File: config.mk
export PLATFORM = sky130hd
export DESIGN_NAME = cdma_multiuser_receiver
export DESIGN_NICKNAME = d
export VERILOG_FILES = /design/src/rtl/cdma_multiuser_receiver.sv
export SDC_FILE = /design/constraint.sdc
export NUM_CORES = 1
export LEC_CHECK = 0
export ABC_AREA = 1
export CAP_MARGIN = 20
export CORE_ASPECT_RATIO = 0.75
export CORE_MARGIN = 2
export CORE_UTILIZATION = 50
export DETAILED_ROUTE_END_ITERATION = 10
export GPL_TIMING_DRIVEN = 0
export MAX_ROUTING_LAYER = met4
export PLACE_DENSITY = 0.77
export RECOVER_POWER = 100
export SLEW_MARGIN = 20
export SYNTH_ARGS = -nofsm -noshare
export SYNTH_HDL_FRONTEND = slang
export SYNTH_SLANG_ARGS = --single-unit
File: constraint.sdc
create_clock -name clk -period 7.55 [get_ports clk]
set_clock_uncertainty 0.1 [all_clocks]
set_input_delay 2.265 -clock clk [delete_from_list [all_inputs] [get_ports clk]]
set_output_delay 2.265 -clock clk [all_outputs]
set_load 0.01 [all_outputs]
File: src/rtl/cdma_multiuser_receiver.sv
// rtl/cdma_multiuser_receiver.sv - N-user DSSS despreader with saturating correlators and dead-zone decisions.
// Soft correlation output is built only when CDMA_RX_SOFT_OUT_EN is defined.
module cdma_multiuser_receiver #(
  parameter int NUM_USERS = 2,
  parameter int SAMPLE_W  = 8,
  parameter int PN_W      = 6,
  parameter int SF_LOG2   = 6,
  parameter int ACC_W     = 16,
  parameter int SAT_LIMIT = 5000
) (
  input  logic                          clk,
  input  logic                          rst,
  input  logic signed [SAMPLE_W-1:0]    sample_in,
  input  logic                          sample_valid,
  input  logic                          sync,
  input  logic [NUM_USERS*PN_W-1:0]     user_codes,
  input  logic [NUM_USERS-1:0]          user_en,
  input  logic [ACC_W-1:0]              thresh,
  output logic [NUM_USERS-1:0]          data_out,
  output logic [NUM_USERS-1:0]          data_valid,
  output logic [NUM_USERS-1:0]          erasure,
  output logic                          symbol_done,
  output logic [NUM_USERS*ACC_W-1:0]    corr_out,
  output logic                          state_o
);
  typedef enum logic {S_IDLE = 1'b0, S_TRACK = 1'b1} state_e;

  localparam logic [PN_W-1:0]        PN_SEED   = '1;
  localparam logic [SF_LOG2-1:0]     LAST_CHIP = '1;
  localparam logic signed [ACC_W:0]  SAT_POS   = (ACC_W+1)'(SAT_LIMIT);
  localparam logic signed [ACC_W:0]  SAT_NEG   = -SAT_POS;

  state_e                   state_q, state_d;
  logic [PN_W-1:0]          pn_q, pn_d, pn_cur;
  logic [SF_LOG2-1:0]       cnt_q, cnt_d, cnt_cur;
  logic signed [ACC_W-1:0]  acc_q [NUM_USERS];
  logic signed [ACC_W-1:0]  acc_d [NUM_USERS];
  logic signed [ACC_W-1:0]  sum_w [NUM_USERS];
  logic [NUM_USERS-1:0]     above, below;
  logic [NUM_USERS-1:0]     data_out_q, data_valid_q, erasure_q;
  logic                     symbol_done_q;
  logic                     accept, last;
  logic signed [SAMPLE_W:0] samp_x;
  logic signed [ACC_W+1:0]  th_pos, th_neg;

  // Widened by one bit so negating the most negative sample cannot wrap.
  assign samp_x = {sample_in[SAMPLE_W-1], sample_in};
  assign th_pos = $signed({2'b00, thresh});
  assign th_neg = -th_pos;

  function automatic logic signed [ACC_W-1:0] chip_sum(
    input logic signed [ACC_W-1:0]  acc,
    input logic signed [SAMPLE_W:0] s,
    input logic                     neg
  );
    logic signed [ACC_W:0] raw;
    raw = (ACC_W+1)'(acc) + (ACC_W+1)'(neg ? -s : s);
    if (raw > SAT_POS)      chip_sum = SAT_POS[ACC_W-1:0];
    else if (raw < SAT_NEG) chip_sum = SAT_NEG[ACC_W-1:0];
    else                    chip_sum = ACC_W'(raw);
  endfunction

  always_comb begin
    state_d = state_q;
    if (sync) state_d = S_TRACK;
  end

  // A sync restarts the symbol in the same cycle, so its chip uses the seed PN.
  always_comb begin
    pn_cur  = sync ? PN_SEED : pn_q;
    cnt_cur = sync ? '0 : cnt_q;
    accept  = sample_valid && (sync || state_q == S_TRACK);
    last    = accept && !sync && (cnt_q == LAST_CHIP);
    pn_d    = pn_cur;
    cnt_d   = cnt_cur;
    if (accept) begin
      pn_d  = {pn_cur[PN_W-2:0], pn_cur[PN_W-1] ^ pn_cur[PN_W-2]};
      cnt_d = cnt_cur + SF_LOG2'(1);
    end
  end

  always_comb begin
    above = '0;
    below = '0;
    for (int u = 0; u < NUM_USERS; u++) begin
      sum_w[u] = '0;
      if (user_en[u])
        sum_w[u] = chip_sum(sync ? '0 : acc_q[u], samp_x,
                            ~^(pn_cur & user_codes[u*PN_W +: PN_W]));
      above[u] = (ACC_W+2)'(sum_w[u]) > th_pos;
      below[u] = (ACC_W+2)'(sum_w[u]) < th_neg;
      acc_d[u] = sync ? '0 : acc_q[u];
      if (accept) acc_d[u] = last ? '0 : sum_w[u];
      if (!user_en[u]) acc_d[u] = '0;
    end
  end

  always_ff @(posedge clk) begin
    if (rst) begin
      state_q       <= S_IDLE;
      pn_q          <= PN_SEED;
      cnt_q         <= '0;
      data_out_q    <= '0;
      data_valid_q  <= '0;
      erasure_q     <= '0;
      symbol_done_q <= 1'b0;
      for (int u = 0; u < NUM_USERS; u++) acc_q[u] <= '0;
    end else begin
      state_q       <= state_d;
      pn_q          <= pn_d;
      cnt_q         <= cnt_d;
      data_valid_q  <= '0;
      erasure_q     <= '0;
      symbol_done_q <= last;
      for (int u = 0; u < NUM_USERS; u++) begin
        acc_q[u] <= acc_d[u];
        if (last && user_en[u]) begin
          if (above[u]) begin
            data_out_q[u]   <= 1'b1;
            data_valid_q[u] <= 1'b1;
          end else if (below[u]) begin
            data_out_q[u]   <= 1'b0;
            data_valid_q[u] <= 1'b1;
          end else begin
            erasure_q[u]    <= 1'b1;
          end
        end
      end
    end
  end

`ifdef CDMA_RX_SOFT_OUT_EN
  logic [NUM_USERS*ACC_W-1:0] corr_q;
  always_ff @(posedge clk) begin
    if (rst) begin
      corr_q <= '0;
    end else if (last) begin
      for (int u = 0; u < NUM_USERS; u++) corr_q[u*ACC_W +: ACC_W] <= sum_w[u];
    end
  end
  assign corr_out = corr_q;
`else
  assign corr_out = '0;
`endif

  assign data_out    = data_out_q;
  assign data_valid  = data_valid_q;
  assign erasure     = erasure_q;
  assign symbol_done = symbol_done_q;
  assign state_o     = state_q;

endmodule

; Yosys cells after proc, flatten, opt, wreduce, memory -nomap -nowiden
; Memory sizes are Yosys's and may differ from the RTL's.
; Cells that the tools add are included.
[word_totals]
romBits = 0
ram_bits = 32
out_inout_bits = 40
regBits = 20
wordCells = 84
inputBits = 42
latchBits = 0
memories = 1
[mem_list]
columns = name, words, width, read_ports, rd_clocked_by_memory_dff, wr, line_no
row1 = acc_q, 2, 16, 2, 0, 2, 36  ; logic signed [ACC_W-1:0] acc_q [NUM_USERS];
[op_classes]
div_mod_pow = 0
multipliers = 0
n_addsub = 5
shift = 0
bitwise = 7
n_reduce_logical = 17
magnitude_cmp = 8
eq_ne = 1
n_mux = 35
[op_table]
columns = operator, count
row1 = 2-to-1 mux 16 bit, 16
row2 = < comparator 16 x 18 -> 1 bit, 2
row3 = adder 16 x 17 -> 17 bit, 2
row4 = > comparator 16 x 17 -> 1 bit, 2
row5 = > comparator 17 x 14 -> 1 bit (second input constant), 2
row6 = < comparator 17 x 14 -> 1 bit (second input constant), 2
row7 = 2-to-1 mux 17 bit, 2
row8 = 2-to-1 mux 6 bit, 4
row9 = negation 16 -> 18 bit, 1
row10 = negation 8 -> 17 bit, 1
row11 = 2-to-1 mux 1 bit, 13
row12 = AND 6 bit, 2
row13 = XNOR reduction 6 bit, 2
row14 = adder 6 x 1 -> 6 bit (second input constant), 1
row15 = == test 6 bit (second input constant), 1
row16 = OR reduction 3 bit, 2
row17 = logical AND 1 bit, 5
row18 = AND reduction 2 bit, 2
row19 = nonzero test 2 bit, 2
row20 = OR reduction 2 bit, 2
row21 = inverter 1 bit, 2
row22 = OR 1 bit, 2
row23 = logical NOT 1 bit, 1
row24 = logical OR 1 bit, 1
row25 = XOR 1 bit, 1

; Logic depth before layout (Yosys ltp)
; Gate-level depths: netlist (run 1).
[depth]
ltp_word = 13
mapped_depth = 44
mapped_depth_nobuf = 43

; Worst setup path before layout (run 1)
; OpenSTA, ideal clock, no wires.
[synth_timing]
kind = input to register
startpoint = in sample_in[0]
endpoint = reg data_out_q[1] (netlist: data_out[1])
path_buffers = 0
setup_time_ns = 0.075
setup_slack_ns = 1.013
required_time_ns = 7.375
path_stages = 37
t_arrival_ns = 6.362
path_cell_list = inv_1 -> ha_1 -> nand2_1 -> or3_1 -> nor2_1 -> nand2_1 -> ha_1 -> inv_1 -> o21ai_0 -> inv_1 -> ha_1 -> nand2_1 -> inv_1 -> a21oi_1 -> nand3_1 -> a21oi_1 -> inv_1 -> nand2_1 -> nand2_1 -> nand2_1 -> nor2_1 -> nand2_1 -> nand2_4 -> nand2_4 -> nor2_1 -> inv_1 -> nor2_1 -> ha_1 -> nand2_1 -> o21ai_0 -> nand3_1 -> a21oi_1 -> nor2_1 -> o21a_1 -> o21ai_0 -> nand3_1 -> o22ai_1
[synth_via]
elab_chain_cells = 10
elab_cells_between_ends = 13
cone_classes = add/sub (2) / order compare (4) / mux (5) / reduce/logical (2)
[synth_rtl]
columns = element, line_no
row1 = "start, declared", 13  ; input logic signed [SAMPLE_W-1:0] sample_in,
row2 = negation 8 -> 17 bit, 57  ; raw = (ACC_W+1)'(acc) + (ACC_W+1)'(neg ? -s : s);
row3 = 2-to-1 mux 17 bit *, 57
row4 = adder 16 x 17 -> 17 bit *, 57
row5 = < comparator 17 x 14 -> 1 bit, 59  ; else if (raw < SAT_NEG) chip_sum = SAT_NEG[ACC_W-1:0];
row6 = 2-to-1 mux 16 bit, 59
row7 = 2-to-1 mux 16 bit *, 58  ; if (raw > SAT_POS) chip_sum = SAT_POS[ACC_W-1:0];
row8 = 2-to-1 mux 16 bit *, 87  ; if (user_en[u])
row9 = < comparator 16 x 18 -> 1 bit or > comparator 16 x 17 -> 1 bit (tied branches), "91, 90"
row10 = nonzero test 2 bit (no source line), --
row11 = AND reduction 2 bit (no source line), --
row12 = "end signal, assigned", 103  ; data_out_q <= '0;
row13 = "end signal, assigned by index", 119  ; data_out_q[u] <= 1'b1;
row14 = "end signal, assigned by index", 122  ; data_out_q[u] <= 1'b0;
row15 = "end, declared", 40  ; logic [NUM_USERS-1:0] data_out_q, data_valid_q, erasure_q;
; Mark *: on every way between the ends. The rest lies on a longest branch, timed or not.
; A chain may end at the register's enable or synchronous reset.

; Final worst setup path (run 1)
[layout_timing]
startpoint = in user_codes[0]
endpoint = reg erasure_q[0] (netlist: erasure[0])
[layout_via]
elab_chain_cells = 10
elab_cells_between_ends = 13
cone_classes = add/sub (1) / order compare (4) / mux (5) / bitwise (1) / reduce/logical (2)
[layout_rtl]
columns = element, line_no
row1 = "start, declared", 16  ; input logic [NUM_USERS*PN_W-1:0] user_codes,
row2 = AND 6 bit *, 89  ; ~^(pn_cur & user_codes[u*PN_W +: PN_W]));
row3 = XNOR reduction 6 bit *, 89
row4 = 2-to-1 mux 17 bit *, 57
row5 = adder 16 x 17 -> 17 bit *, 57
row6 = < comparator 17 x 14 -> 1 bit, 59
row7 = 2-to-1 mux 16 bit, 59
row8 = 2-to-1 mux 16 bit *, 58
row9 = 2-to-1 mux 16 bit *, 87
row10 = > comparator 16 x 17 -> 1 bit or < comparator 16 x 18 -> 1 bit (tied branches), "90, 91"
row11 = OR reduction 3 bit (no source line) or 2-to-1 mux 1 bit (tied branches), --
row12 = "end signal, assigned", 105  ; erasure_q <= '0;
row13 = "end signal, assigned", 113  ; erasure_q <= '0;
row14 = "end signal, assigned by index", 125  ; erasure_q[u] <= 1'b1;
row15 = "end, declared", 40
; Marks and branches as above.

==> flow_metrics.env, run 1 <==
export IMPL_row_count=38
export IMPL_h_tree_depth=2
export IMPL_synth_top_cell_area_share=0.175
export IMPL_fin_crit_sh=0.952
export IMPL_avgRoutedWirePerCell_microns=13.6
export IMPL_synthArstFlopShare=0
export IMPL_cp_common_cell="nand2_1"
export IMPL_drive_gt1_frac=0.102
export IMPL_clock_sinks=52
export IMPL_finalPower_mw=1.21
export IMPL_max_stage_delay_ps=490
export IMPL_syn_cell_area_sq_um=7580
export IMPL_cts_buffer_depth=2
export IMPL_clkTransAtPathRegs_ps=80
export IMPL_antenna_cells=0
export IMPL_rrSetupSlack_ps=2320
export IMPL_yosys_warnings=0
export IMPL_synthDistinctLibCells=45
export IMPL_hpwl_mm=17.7
export IMPL_grt_max_degree=19
export IMPL_path_max_fanout=10
export IMPL_gp_congestion=0.951
export IMPL_synth_seq_cells=52
export IMPL_portBuffers=48
export IMPL_die_y_microns=111
export IMPL_crit_path_start_kind="primary input"
export IMPL_initial_utilization=0.518
export IMPL_yosysTopAreaCell="nand2_1"
export IMPL_slew_limit_headroom=0.583
export IMPL_area_delta_synth_final_pct=16.6
export IMPL_drc=0
export IMPL_endpoint_kind="flip-flop"
export IMPL_finalSetupViolCount=0
export IMPL_endpoint="erasure[0]"
export IMPL_cpMaxStageDelayCell="clkdlybuf4s50_1"
export IMPL_maxSlewViolCount=0
export IMPL_cts_root_buf="clkbuf_16"
export IMPL_fin_nets=1520
export IMPL_antenna_found_initial=0
export IMPL_fmax_mhz=139
export IMPL_vias=8160
export IMPL_ir_worst_vdd_mv=0.0891
export IMPL_min_period_ps=7190
export IMPL_synthCells=1277
export IMPL_coreArea_sq_um=14600
export IMPL_synth_edff_count=0
export IMPL_synth_common_cells="nand2_1 (353), inv_1 (195), a21oi_1 (116), nor2_1 (116), ha_1 (105)"
export IMPL_cts_buffers=5
export IMPL_status="finished, final reports clean"
export IMPL_first_pass_iters=6
export IMPL_syn_avg_cell_area_sq_um=5.94
export IMPL_grt_pass1_wl_mm=35.4
export IMPL_drtAntennaViolNets=0
export IMPL_boundaryPins=82
export IMPL_routed_via_density=5.19
export IMPL_final_core_util=0.604
export IMPL_die_w_microns=146
export IMPL_grt_setup_unrepaired="true"
export IMPL_leakage_nw=4.74
export IMPL_worstReg2RegStart="pn_q[2]"
export IMPL_power_density_nw_per_um2=137
export IMPL_hold_viol_final=0
export IMPL_arrival_ps=7290
export IMPL_reg2reg_to="erasure[0]"
export IMPL_first_iter_violations=677
export IMPL_routed_wirelength_mm=21.4
export IMPL_required_ps=7650
export IMPL_worstSetupStartpoint="user_codes[0]"
export IMPL_hp_class="flip-flop to flip-flop"
export IMPL_cap_violations=0
export IMPL_path_class="primary input to flip-flop"
export IMPL_grt_pass1_vias=7262
export IMPL_synth_main_ff_cell="dfxtp_1"
export IMPL_grt_overflow_total=0
export IMPL_cts_tree="built"
export IMPL_yosysSeqAreaShare=0.137
export IMPL_r2r_worst_path_cells=41
export IMPL_synth_most_common_cell="nand2_1"
export IMPL_track_usage=0.270
export IMPL_die_area_sq_um=16200
export IMPL_tightest_slew_ps=626
export IMPL_netlist_top_cells_area="nand2_1 (17%), ha_1 (17%), dfxtp_1 (14%)"
export IMPL_clk_latency_ps=300
[through the flow]
stage	hold WS, ps	instances	area [sq um]	setup WS, ps	TNS (ps)
after floorplan	339	1308	7700	1010	0
after global placement	349	1556	8430	-441	-2270
after detailed placement	361	1556	8430	-590	-3040
after CTS	372	1568	8650	4.00	0
after global routing	406	1572	8840	-33.0	-76.3
final	368	1572	8840	360	0
[worst min-delay path by stage]
| stage | slack, ps | endpoint | startpoint | cells past startpoint |
|---|---|---|---|---|
| final | 370 | cnt_q[5] | cnt_q[5] | 2 |
| after global routing | 410 | data_out[1] | data_out[1] | 2 |
| after CTS | 370 | cnt_q[5] | cnt_q[5] | 2 |
| after detailed placement | 360 | cnt_q[5] | cnt_q[5] | 2 |
| after global placement | 350 | cnt_q[5] | cnt_q[5] | 2 |
| after floorplan | 340 | cnt_q[5] | cnt_q[5] | 2 |
[placed cells by master (no fill, tap or decap), types with 6 or more instances in the layout]
cell             netlist  routed
nand2_1              353     348
inv_1                195     195
nor2_1               116     112
a21oi_1              116     105
ha_1                 105     102
nand3_1               85      85
dfxtp_1               52      52
buf_4                 32      40
o21ai_0               48      38
conb_1                 1      32
clkdlybuf4s50_1        0      32
nand4_1               19      19
nor2_2                13      16
nand2_2               15      16
nor3_1                16      15
xor2_1                15      15
clkbuf_1              13      12
a21oi_2                1      10
nand2_4                5       9
nand3b_1               9       9
o21ai_1                1       9
dlygate4sd3_1          0       9
xnor2_1               10       7
nand3_2                6       6
dlymetal6s2s_1         0       6
[cells by family after synthesis]
group	share of synthesized area
AOI/OAI and AO/OA	0.133
xor gates and xnor gates	0.0289
adders and majority gates	0.179
buffers and inverters	0.147
DFF	0.137
other	0.000494
and+or+nand+nor	0.375
[cell type report]
cell class | count | area (sq um)
Fill cell | 1475 | 5800
Buffer | 53 | 364
Inverter | 202 | 763
Timing Repair Buffer | 56 | 547
Clock inverter | 3 | 27.5
Multi-Input combinational cell | 1001 | 5720
Clock buffer | 5 | 125
Sequential cell | 52 | 1040
Tap cell | 200 | 250
[worst max-delay path, delay by kind of cell]
family	cells	cell delay, ps
and+or+nand+nor	27	2380
buffers and inverters	6	1110
adders and majority gates	2	710
AOI/OAI and AO/OA	6	790
[registers in the layout (all words and copies together), names as in the netlist]
name and count:
state_o 1, cnt_q 6, pn_q 6, data_out 2, data_valid 2, erasure 2
acc_q 32, symbol_done 1
[timing repair]
item	CTS	global route
resized for setup	16	54
pin swaps	5	8
setup buffers	4	4
hold buffers	0	0
setup endpoints to repair	6	6
[routing by layer]
metal,vias to the layer above,track usage,wire length [microns]
met2,292,0.413,9010
met1,3610,0.396,10600
met3,13,0.0255,1560
met5,-,-,0
met4,0,0.0375,204
li1,4245,-,-
[power breakdown]
part           internal [mW]  leakage [nW]  switching (mW)
combinational          0.246          4.25           0.439
clock                  0.126        0.0719           0.116
sequential             0.281         0.422         0.00292
total                  0.653          4.74           0.558
No activity file was read; power rests on OpenSTA's default activity.
==> run 2, diff against run 1 <==
--- a/config.mk
+++ b/config.mk
@@ -17,2 +17,3 @@
 export RECOVER_POWER = 100
+export REMOVE_ABC_BUFFERS = 1
 export SLEW_MARGIN = 20
--- a/constraint.sdc
+++ b/constraint.sdc
@@ -4,2 +4,2 @@
 set_output_delay 2.265 -clock clk [all_outputs]
-set_load 0.01 [all_outputs]
+set_load 0.1 [all_outputs]
==> run 2 against run 1 <==
Against the previous run:
- first-iteration DRC count decreased by 2.8%
- global-route usage decreased by 0.43 points
- critical path type unchanged
- die area unchanged
- non-clock buffer count is 47 lower
==> flow_metrics.env, run 2 (synthesis results as in run 1) <==
export IMPL_cts_buffers=5
export IMPL_clkTransAtPathRegs_ps=80
export IMPL_die_w_microns=146
export IMPL_ir_worst_vdd_mv=0.0872
export IMPL_endpoint_kind="flip-flop"
export IMPL_tightest_slew_ps=1290
export IMPL_worstReg2RegStart="pn_q[2]"
export IMPL_reg2reg_to="erasure[0]"
export IMPL_r2r_worst_path_cells=38
export IMPL_largest_reg_flops=32
export IMPL_p_int_mw=0.645
export IMPL_h_tree_depth=2
export IMPL_row_count=38
export IMPL_die_y_microns=111
export IMPL_area_delta_synth_final_pct=13.8
export IMPL_p_switching_mw=0.641
export IMPL_status="finished, final reports clean"
export IMPL_drc=0
export IMPL_antenna_found_initial=0
export IMPL_routed_wirelength_mm=21.7
export IMPL_cts_root_buf="clkbuf_16"
export IMPL_finalSetupViolCount=0
export IMPL_tns_ps=0
export IMPL_routed_via_density=5.30
export IMPL_grt_pass1_wl_mm=34.7
export IMPL_cts_tree="built"
export IMPL_crit_path_start_kind="primary input"
export IMPL_grt_pass1_vias=7160
export IMPL_initial_utilization=0.518
export IMPL_cap_violations=0
export IMPL_final_common_cell="nand2_1"
export IMPL_min_period_ps=7210
export IMPL_top_register="acc_q"
export IMPL_fin_nets=1475
export IMPL_hold_viol_final=0
export IMPL_power_density_nw_per_um2=149
export IMPL_fmax_mhz=139
export IMPL_cts_buffer_depth=2
export IMPL_cp_top_family="simple AND/OR/NAND/NOR gates"
export IMPL_rrSetupSlack_ps=2360
export IMPL_cp_common_cell="nand2_1"
export IMPL_cpMaxStageDelayCell="ha_1"
export IMPL_leakage_nw=4.56
export IMPL_track_usage=0.266
export IMPL_boundaryPins=82
export IMPL_comb_power_share=0.582
export IMPL_gp_congestion=0.934
export IMPL_largestRegisters="acc_q: 32 flops, cnt_q: 6 flops, pn_q: 6 flops"
export IMPL_coreArea_sq_um=14600
export IMPL_path_class="primary input to flip-flop"
export IMPL_arrival_ps=7340
export IMPL_power_frac_clock=0.197
export IMPL_sw_frac_of_total=0.498
export IMPL_min_delay_start="cnt_q[5]"
export IMPL_fin_crit_sh=0.955
export IMPL_cts_hold_buf=0
export IMPL_die_area_sq_um=16200
export IMPL_slew_limit_headroom=0.139
export IMPL_grt_overflow_total=0
export IMPL_finalPower_mw=1.29
export IMPL_avgRoutedWirePerCell_microns=14.2
export IMPL_maxSlewViolCount=0
export IMPL_vias=8096
export IMPL_max_stage_delay_ps=350
export IMPL_cp_depth=40
export IMPL_whs_endpoint="cnt_q[5]"
export IMPL_drtAntennaViolNets=0
export IMPL_final_cell_mix="nand2_1 (347), inv_1 (195), nor2_1 (110)"
export IMPL_grt_max_degree=29
export IMPL_clk_latency_ps=310
export IMPL_hpwl_mm=16.9
export IMPL_hp_class="flip-flop to flip-flop"
export IMPL_antenna_cells=0
export IMPL_clock_sinks=52
export IMPL_path_max_fanout=16
export IMPL_required_ps=7680
export IMPL_holdPathStages=2
export IMPL_drive_gt1_frac=0.0882
export IMPL_portBuffers=49
export IMPL_first_iter_violations=658
export IMPL_cp_num_buf_inv=6
export IMPL_first_pass_iters=6
export IMPL_power_frac_seq=0.221
-- run 2: cell types whose count changed in the layout (fill, tap and decap cells not counted), sizes merged --
cell,previous run,this run
clkbuf,20,9
buf,47,11
dlymetal6s2s,6,5
dlygate4sd3,9,10
nand2,373,375
-- run 2: power by group through the flow --
stage	Combinational (mW)	Clock (mW)	Sequential, mW
floorplan	0.503	0	0.293
global placement	0.656	0	0.290
detailed placement	0.674	0	0.291
CTS	0.689	0.256	0.284
global route	0.828	0.267	0.285
finish	0.748	0.254	0.284
-- run 2: layout make-up --
class	instances	area, sq um
multi-input cells	1003	5790
well taps	200	250
repair buffers	62	636
flip-flops and latches	52	1040
inverters	202	766
fillers	1490	6010
clock buffers	5	125
clock inverters	3	27.5
-- run 2: what timing repair did --
action	4_1_cts	5_1_grt
resized for setup	17	56
pin swaps	2	7
setup endpoints to repair	6	6
cloned	0	3
buffers inserted	2	7
-- run 2: worst reg2reg max path, delay by kind of cell (launching register included) --
family	cells	cell delay, ps
AND/OR/NAND/NOR	23	2260
adder cells (fa/ha/maj)	2	630
flip-flops	1	380
AO/OA/AOI/OAI	9	1350
buffers and inverters	4	390
-- run 2: per-stage QoR --
stage	utilization	cell area, sq um	setup WS (ps)	cells	hold slack [ps]
after CTS	0.573	8390	29.0	1517	375
after global routing	0.589	8630	-45.8	1527	385
after floorplan	-	7350	861	1255	340
final	0.589	8630	341	1527	375
after global placement	0.552	8090	-2700	1504	351
after detailed placement	0.558	8170	-1130	1507	359
-- run 2: per-layer routing --
metal  track usage  vias up  wire, microns
li1              -     4151              -
met1         0.391     3610          10800
met2         0.386      295           8770
met3        0.0292       40           1590
met4        0.0673        0            511
met5             -        -              0
-- run 2: worst max path at each step --
stage                  from           to  slack, ps
6_report               sync   erasure[0]        340
5_1_grt                sync  data_out[1]        -50
4_1_cts                sync   erasure[0]         30
3_5_place_dp           sync   erasure[0]      -1130
3_3_place_gp           sync   erasure[0]      -2700
2_1_floorplan  sample_in[0]  data_out[0]        860
